### config.mk
export PLATFORM = sky130hd
export DESIGN_NAME = reg_read_port
export DESIGN_NICKNAME = d
export VERILOG_FILES = /design/src/rtl/reg_read_port.sv
export SDC_FILE = /design/constraint.sdc
export NUM_CORES = 2
export LEC_CHECK = 0
export BUFFER_PORTS_ARGS = -buffer_cell sky130_fd_sc_hd__buf_2
export CAP_MARGIN = 10
export CORE_ASPECT_RATIO = 1.5
export CORE_MARGIN = 2
export CORE_UTILIZATION = 49
export DETAILED_ROUTE_END_ITERATION = 7
export PLACE_DENSITY_LB_ADDON = 0.12
export SYNTH_ARGS = -nofsm -noshare
export SYNTH_HDL_FRONTEND = slang
export SYNTH_SLANG_ARGS = --single-unit
### constraint.sdc
create_clock -name clk -period 2.2 [get_ports clk]
set_clock_uncertainty 0.2 [all_clocks]
set_input_delay 0.33 -clock clk [delete_from_list [all_inputs] [get_ports clk]]
set_output_delay 0.33 -clock clk [all_outputs]
set_load 0.01 [all_outputs]
### src/rtl/reg_read_port.sv
// General-purpose register bank with one write port and a two-operand
// registered read port behind a valid/ready handshake with write-to-read bypass.
module reg_read_port #(
  parameter int unsigned DATA_W = 32,
  parameter int unsigned ADDR_W = 5
) (
  input  logic              clk,
  input  logic              rst_n,
  input  logic              we,
  input  logic [ADDR_W-1:0] waddr,
  input  logic [DATA_W-1:0] wdata,
  input  logic              rd_req,
  input  logic [ADDR_W-1:0] raddr_a,
  input  logic [ADDR_W-1:0] raddr_b,
  input  logic              rd_ready,
  output logic              rd_accept,
  output logic              rd_valid,
  output logic [DATA_W-1:0] rdata_a,
  output logic [DATA_W-1:0] rdata_b
);

  localparam int unsigned DEPTH = 2 ** ADDR_W;

  localparam logic [0:0] EMPTY = 1'b0;
  localparam logic [0:0] FULL  = 1'b1;

  logic [0:0]        state, state_nxt;
  logic [DATA_W-1:0] regs [DEPTH];
  logic [DATA_W-1:0] cap_a, cap_b;

  assign rd_valid  = (state == FULL);
  assign rd_accept = rd_req & (~rd_valid | rd_ready);

  // Register 0 is never written, so it stays at its reset value of zero.
  always_ff @(posedge clk or negedge rst_n) begin
    if (!rst_n) begin
      for (int unsigned i = 0; i < DEPTH; i++) begin
        regs[i] <= '0;
      end
    end else if (we && (waddr != '0)) begin
      regs[waddr] <= wdata;
    end
  end

  always_comb begin
    cap_a = '0;
    if (raddr_a != '0) begin
      cap_a = (we && (waddr == raddr_a)) ? wdata : regs[raddr_a];
    end
  end

  always_comb begin
    cap_b = '0;
    if (raddr_b != '0) begin
      cap_b = (we && (waddr == raddr_b)) ? wdata : regs[raddr_b];
    end
  end

  always_comb begin
    state_nxt = state;
    if (rd_accept) begin
      state_nxt = FULL;
    end else if (rd_ready) begin
      state_nxt = EMPTY;
    end
  end

  // Data registers only load on accept, so a stalled result stays frozen.
  always_ff @(posedge clk or negedge rst_n) begin
    if (!rst_n) begin
      state   <= EMPTY;
      rdata_a <= '0;
      rdata_b <= '0;
    end else begin
      state <= state_nxt;
      if (rd_accept) begin
        rdata_a <= cap_a;
        rdata_b <= cap_b;
      end
    end
  end

endmodule

**Word level (Yosys, flattened, before mapping)**

Index checks and enable logic that the tools add are counted.

- Add/sub/neg operators: 0
- Multiply operators: 0
- Divide/modulo/power cells: 0
- Order comparisons: 4
- Equal/unequal tests: 2
- Shifts and indexed selects: 0
- Muxes and demuxes: 15
- Bitwise gates (word level): 6
- Reductions and logical operators: 8

Operator list:

| cell | number |
|---|---|
| 1024-bit bitwise mux | 1 |
| 32-bit binary-select mux with 5-bit select | 2 |
| 32-bit two-way mux | 9 |
| 32-bit demux with 5-bit select | 1 |
| 6-bit >= comparator, second input constant | 3 |
| 5-bit NOT with 6-bit output | 3 |
| 5-bit nonzero test | 3 |
| 5-bit equality test | 2 |
| 6-bit by 1-bit < comparator with 1-bit output, second input constant | 1 |
| 1-bit logical AND | 4 |
| 1-bit two-way mux | 2 |
| 2-bit nonzero test | 1 |
| 1-bit bitwise AND | 1 |
| 1-bit NOT | 1 |
| 1-bit bitwise OR | 1 |

- Bits in registers: 1,089
- Bits in latches: 0
- RAM bits: 0
- Bits in read-only memories: 0
- Input bits: 52
- Output and inout bits: 66
- Word-level logic and storage cells: 70
- Memories kept: 0

**Logic depth before layout (Yosys ltp)**

- Depth in word-level cells: 6
- Depth in mapped cells: 8
- Depth with buffers taken out: 6

**Least setup slack after synthesis**

Ideal clock, no wire load.

- Path kind: input -> register
- From: input raddr_b[2]
- To: register rdata_b[21]
- Setup time: 131 ps
- Arrival time: 2,022 ps
- Required time: 1,869 ps
- Path slack: -153 ps
- Stages on the path: 7
- Buffers on the path: 3
- Cell sequence: buf_2 clkbuf_1 buf_1 mux4_2 a22oi_1 a21oi_1 or3_1

- Cells in the longest elaborated chain, start to end: 6
- Elaborated cells on any way between the ends: 9
- Classes of those cells: eq/ne: 1; mux: 5; bitwise: 1; reduce/logical: 2

RTL lines:

| element | RTL line | text |
|---|---|---|
| start, declared | 14 | `input logic [ADDR_W-1:0] raddr_b,` |
| 5-bit NOT with 6-bit output (not written as such) | 55 | `cap_b = (we && (waddr == raddr_b)) ? wdata : regs[raddr_b];` |
| 32-bit binary-select mux with 5-bit select | 55 |  |
| 32-bit two-way mux (not written as such) (2 in series) | 55 |  |
| 32-bit two-way mux | 55 |  |
| 32-bit two-way mux * | 54 | `if (raddr_b != '0) begin` |
| end signal, assigned | 78 | `rdata_b <= cap_b;` |
| end, declared | 19 | `output logic [DATA_W-1:0] rdata_b` |

Every way passes the cells marked *; elsewhere a longest branch is shown, timed or not. The select of a mux whose other input is x is not followed.
A chain may end at the register's enable or synchronous reset.

**Worst setup path after layout**

- From: register state, in the netlist rd_valid
- To: register rdata_a[25]

- Cells in the longest elaborated chain, start to end: 3

RTL lines:

| element | RTL line | text |
|---|---|---|
| start, declared | 27 | `logic [0:0] state, state_nxt;` |
| start signal, assigned | 75 | `state <= state_nxt;` |
| 1-bit NOT | 32 | `assign rd_accept = rd_req & (~rd_valid \| rd_ready);` |
| 1-bit bitwise OR | 32 |  |
| 1-bit bitwise AND | 32 |  |
| end signal, assigned | 77 | `rdata_a <= cap_a;` |
| end, declared | 18 | `output logic [DATA_W-1:0] rdata_a,` |

No other way between the ends.

==> impl_metrics.tcl <==
set metrics [dict create \
    maxSlewHeadroom_pct 44.4 \
    comb_power_share_pct 20.1 \
    pin_count 118 \
    setup_viol 0 \
    antenna_found_initial 19 \
    power_frac_seq_pct 45.7 \
    setup_ws_ps 33.0 \
    postRouteWirelength_um 190000 \
    outcome "finished clean" \
    synth_area_um2 56700 \
    worst_pin_slew_ps 831 \
    cts_max_path_buffers 3 \
    die-width_um 282 \
    crit_buf_inv 3 \
    core_area_um2 115000 \
    p_clk_share_pct 34.3 \
    ant_nets 0 \
    start_kind "register" \
    synth-edff-count 0 \
    clock_sinks 1089 \
    rows 152 \
    num_vias 38400 \
    path_delay_family "compound AO/OA/AOI/OAI gates" \
    end_kind "register" \
    fin_tns_setup_ps 0 \
    drt_iter0_drc 2968 \
    crit_cells 8 \
    arrival_ps 2640 \
    fin_util_pct 58.4 \
    switching_power_uw 16400 \
    dr.pass1.iters 5 \
    seq_area_frac_synth_pct 48.0 \
    cts_tree "built" \
    synth_most_common_cell "dfrtp_1" \
    yosysTopAreaCellShare_pct 48.0 \
    yosysUniqueCellTypes 32 \
    portBuffers 117 \
    hold_depth 2 \
    path_clk_slew_ps 60 \
    ys.flop_type "dfrtp_1" \
    maxCapViolCount 0 \
    cp_max_fo 6 \
    yosys_warnings 0 \
    synth_fp_nets 4051 \
    ir_drop_v 0.000678 \
    tritoncts.num_buffers 112 \
    hold_path.class "in2reg" \
    gp_congestion 0.870 \
    slowest_stage "a21oi_1" \
    via_per_inst 6.55 \
    synthTopCellsByArea "dfrtp_1 48%, mux2_2 20%, mux4_2 15%" \
    dpl.hpwl_um 132000 \
    drive_gt1_share_pct 50.2 \
    grt_pass1_wl_um 281000 \
    cp_data_required_time_ps 2670 \
    max_clock_freq_mhz 461 \
    yosys-top-cells-count "1,089 x dfrtp_1, 992 x mux2_2, 384 x mux4_2" \
    switching_share_pct 27.8 \
    async_reset_ff_share_pct 100 \
    clkLatencyLatePin_ps 730 \
    wire_per_inst_um 32.4 \
    reg2regPathDepth 8 \
    htree_levels 3 \
    crit_type "reg2reg" \
    leakagePower_uw 0.0294 \
    finalHoldViolCount 0 \
    die_y_um 421 \
    first_global_vias 40500 \
    power.internal_uw 42700 \
    die_area_um2 119000 \
    period_needed_ps 2170 \
    synth_seq_cells 1089 \
    synth_area_leader_cell "dfrtp_1" \
    cpPeakStageDelay_ps 420 \
    start_util_pct 49.5 \
    dp_slack_ps -444 \
    syn_avg_cell_area_um2 14.2 \
    worstPathCellList "nand2b_1 -> nand2_4 -> inv_8 -> buf_4 -> o311ai_4 -> buf_4 -> a21oi_1 -> or3_1" \
    grt_max_degree 88 \
    grt-ovfl-total 0 \
    slew_viol_final 0 \
    timing.final.crit_share_pct 98.5 \
    areaGrowthSynthToFinish_pct 17.9 \
    grt_use_total_pct 32.7 \
    cts.root.buffer_cell "clkbuf_16" \
    synthCells 3999 \
    nets 4276 \
    p_per_area_nw_per_um2 882 \
    critical_path.most_common_cell "buf_4" \
    drc 0 \
]
[power groups by stage]
stage / Clock (uW) / Sequential, uW / Combinational, uW
4_1_cts: 20500 / 26800 / 11900
5_1_grt: 21300 / 27400 / 12700
3_3_place_gp: 0 / 27000 / 11600
3_5_place_dp: 0 / 27200 / 11800
6_report: 20200 / 27000 / 11800
2_1_floorplan: 0 / 26100 / 8380
[final cells by class]
type,instances,area [um^2]
fillers,9145,47800
diodes,9,22.5
well taps,1540,1930
clock buffers,163,3350
flip-flops and latches,1089,27300
inverters,4,22.5
clock inverters,42,532
multi-input cells,2458,27800
repair buffers,559,6040
[cell usage in the layout, fill, tap and decap left out, types with 8 or more instances in the layout]
master	synthesis	layout
dfrtp_1	1089	1089
clkbuf_8	0	27
buf_12	0	165
mux2i_1	256	256
xnor2_1	8	8
bufinv_16	0	11
mux4_2	384	384
nor2_4	0	20
a21oi_1	128	128
a22oi_1	192	192
a221oi_1	128	128
clkinv_2	0	19
clkbuf_16	0	116
diode_2	0	9
or3_1	66	66
dlygate4sd3_1	0	10
o21ai_0	128	128
clkbuf_1	238	20
buf_4	13	267
nand2_1	118	102
mux2_2	992	992
buf_2	118	112
nand2_2	0	15
[stage by stage]
step / hold slack [ps] / instances / total power, uW / instance area [um^2]
after CTS: 10.3 / 5854 / 59300 / 66900
final: 41.8 / 5864 / 59000 / 66900
after detailed placement: 91.5 / 5637 / 39000 / 62900
after global placement: 110 / 5637 / 38600 / 62900
after floorplan: -166 / 3999 / 34500 / 57000
after global routing: 73.8 / 5856 / 61400 / 66900
[routing by layer]
layer | GRT usage (%) | vias up | wire (um)
li1 | - | 15900 | -
met1 | 39.8 | 20600 | 71800
met2 | 56.5 | 1429 | 96400
met3 | 5.33 | 520 | 11400
met4 | 16.2 | 10 | 10100
met5 | 0 | - | 55
[path summary, 6_finish.rpt]
kind,slack (ps),to,from
worst max-delay path,30,rdata_a[25],rd_valid
worst min-delay path,40,regs[753],wdata[17]
worst max register to register,30,rdata_a[25],rd_valid
worst min register to register,190,regs[1011],regs[1011]
max in group asynchronous,320,regs[576],rst_n
min in group asynchronous,220,regs[58],rst_n
[what timing repair did]
action	4_1_cts	5_1_grt
endpoints found under the hold margin	1042	0
buffers inserted	2	1
resized for setup	7	0
hold buffers	10	0
setup endpoints to repair	1	3
pin swaps	1	0
[sequential cells by signal (all words and copies together), names as in the netlist]
name	count
rd_valid	1
rdata_a	32
rdata_b	32
regs	1024
[cell families after synthesis]
family | Yosys count | share of synthesized area [%]
multiplexers | 1632 | 39.4
buffers and inverters | 452 | 3.51
XOR/XNOR | 8 | 0.123
AND/OR/NAND/NOR | 236 | 1.98
AO/OA/AOI/OAI | 582 | 6.92
flip-flops | 1089 | 48.0
Note: power is estimated with default switching activity, not from simulation.
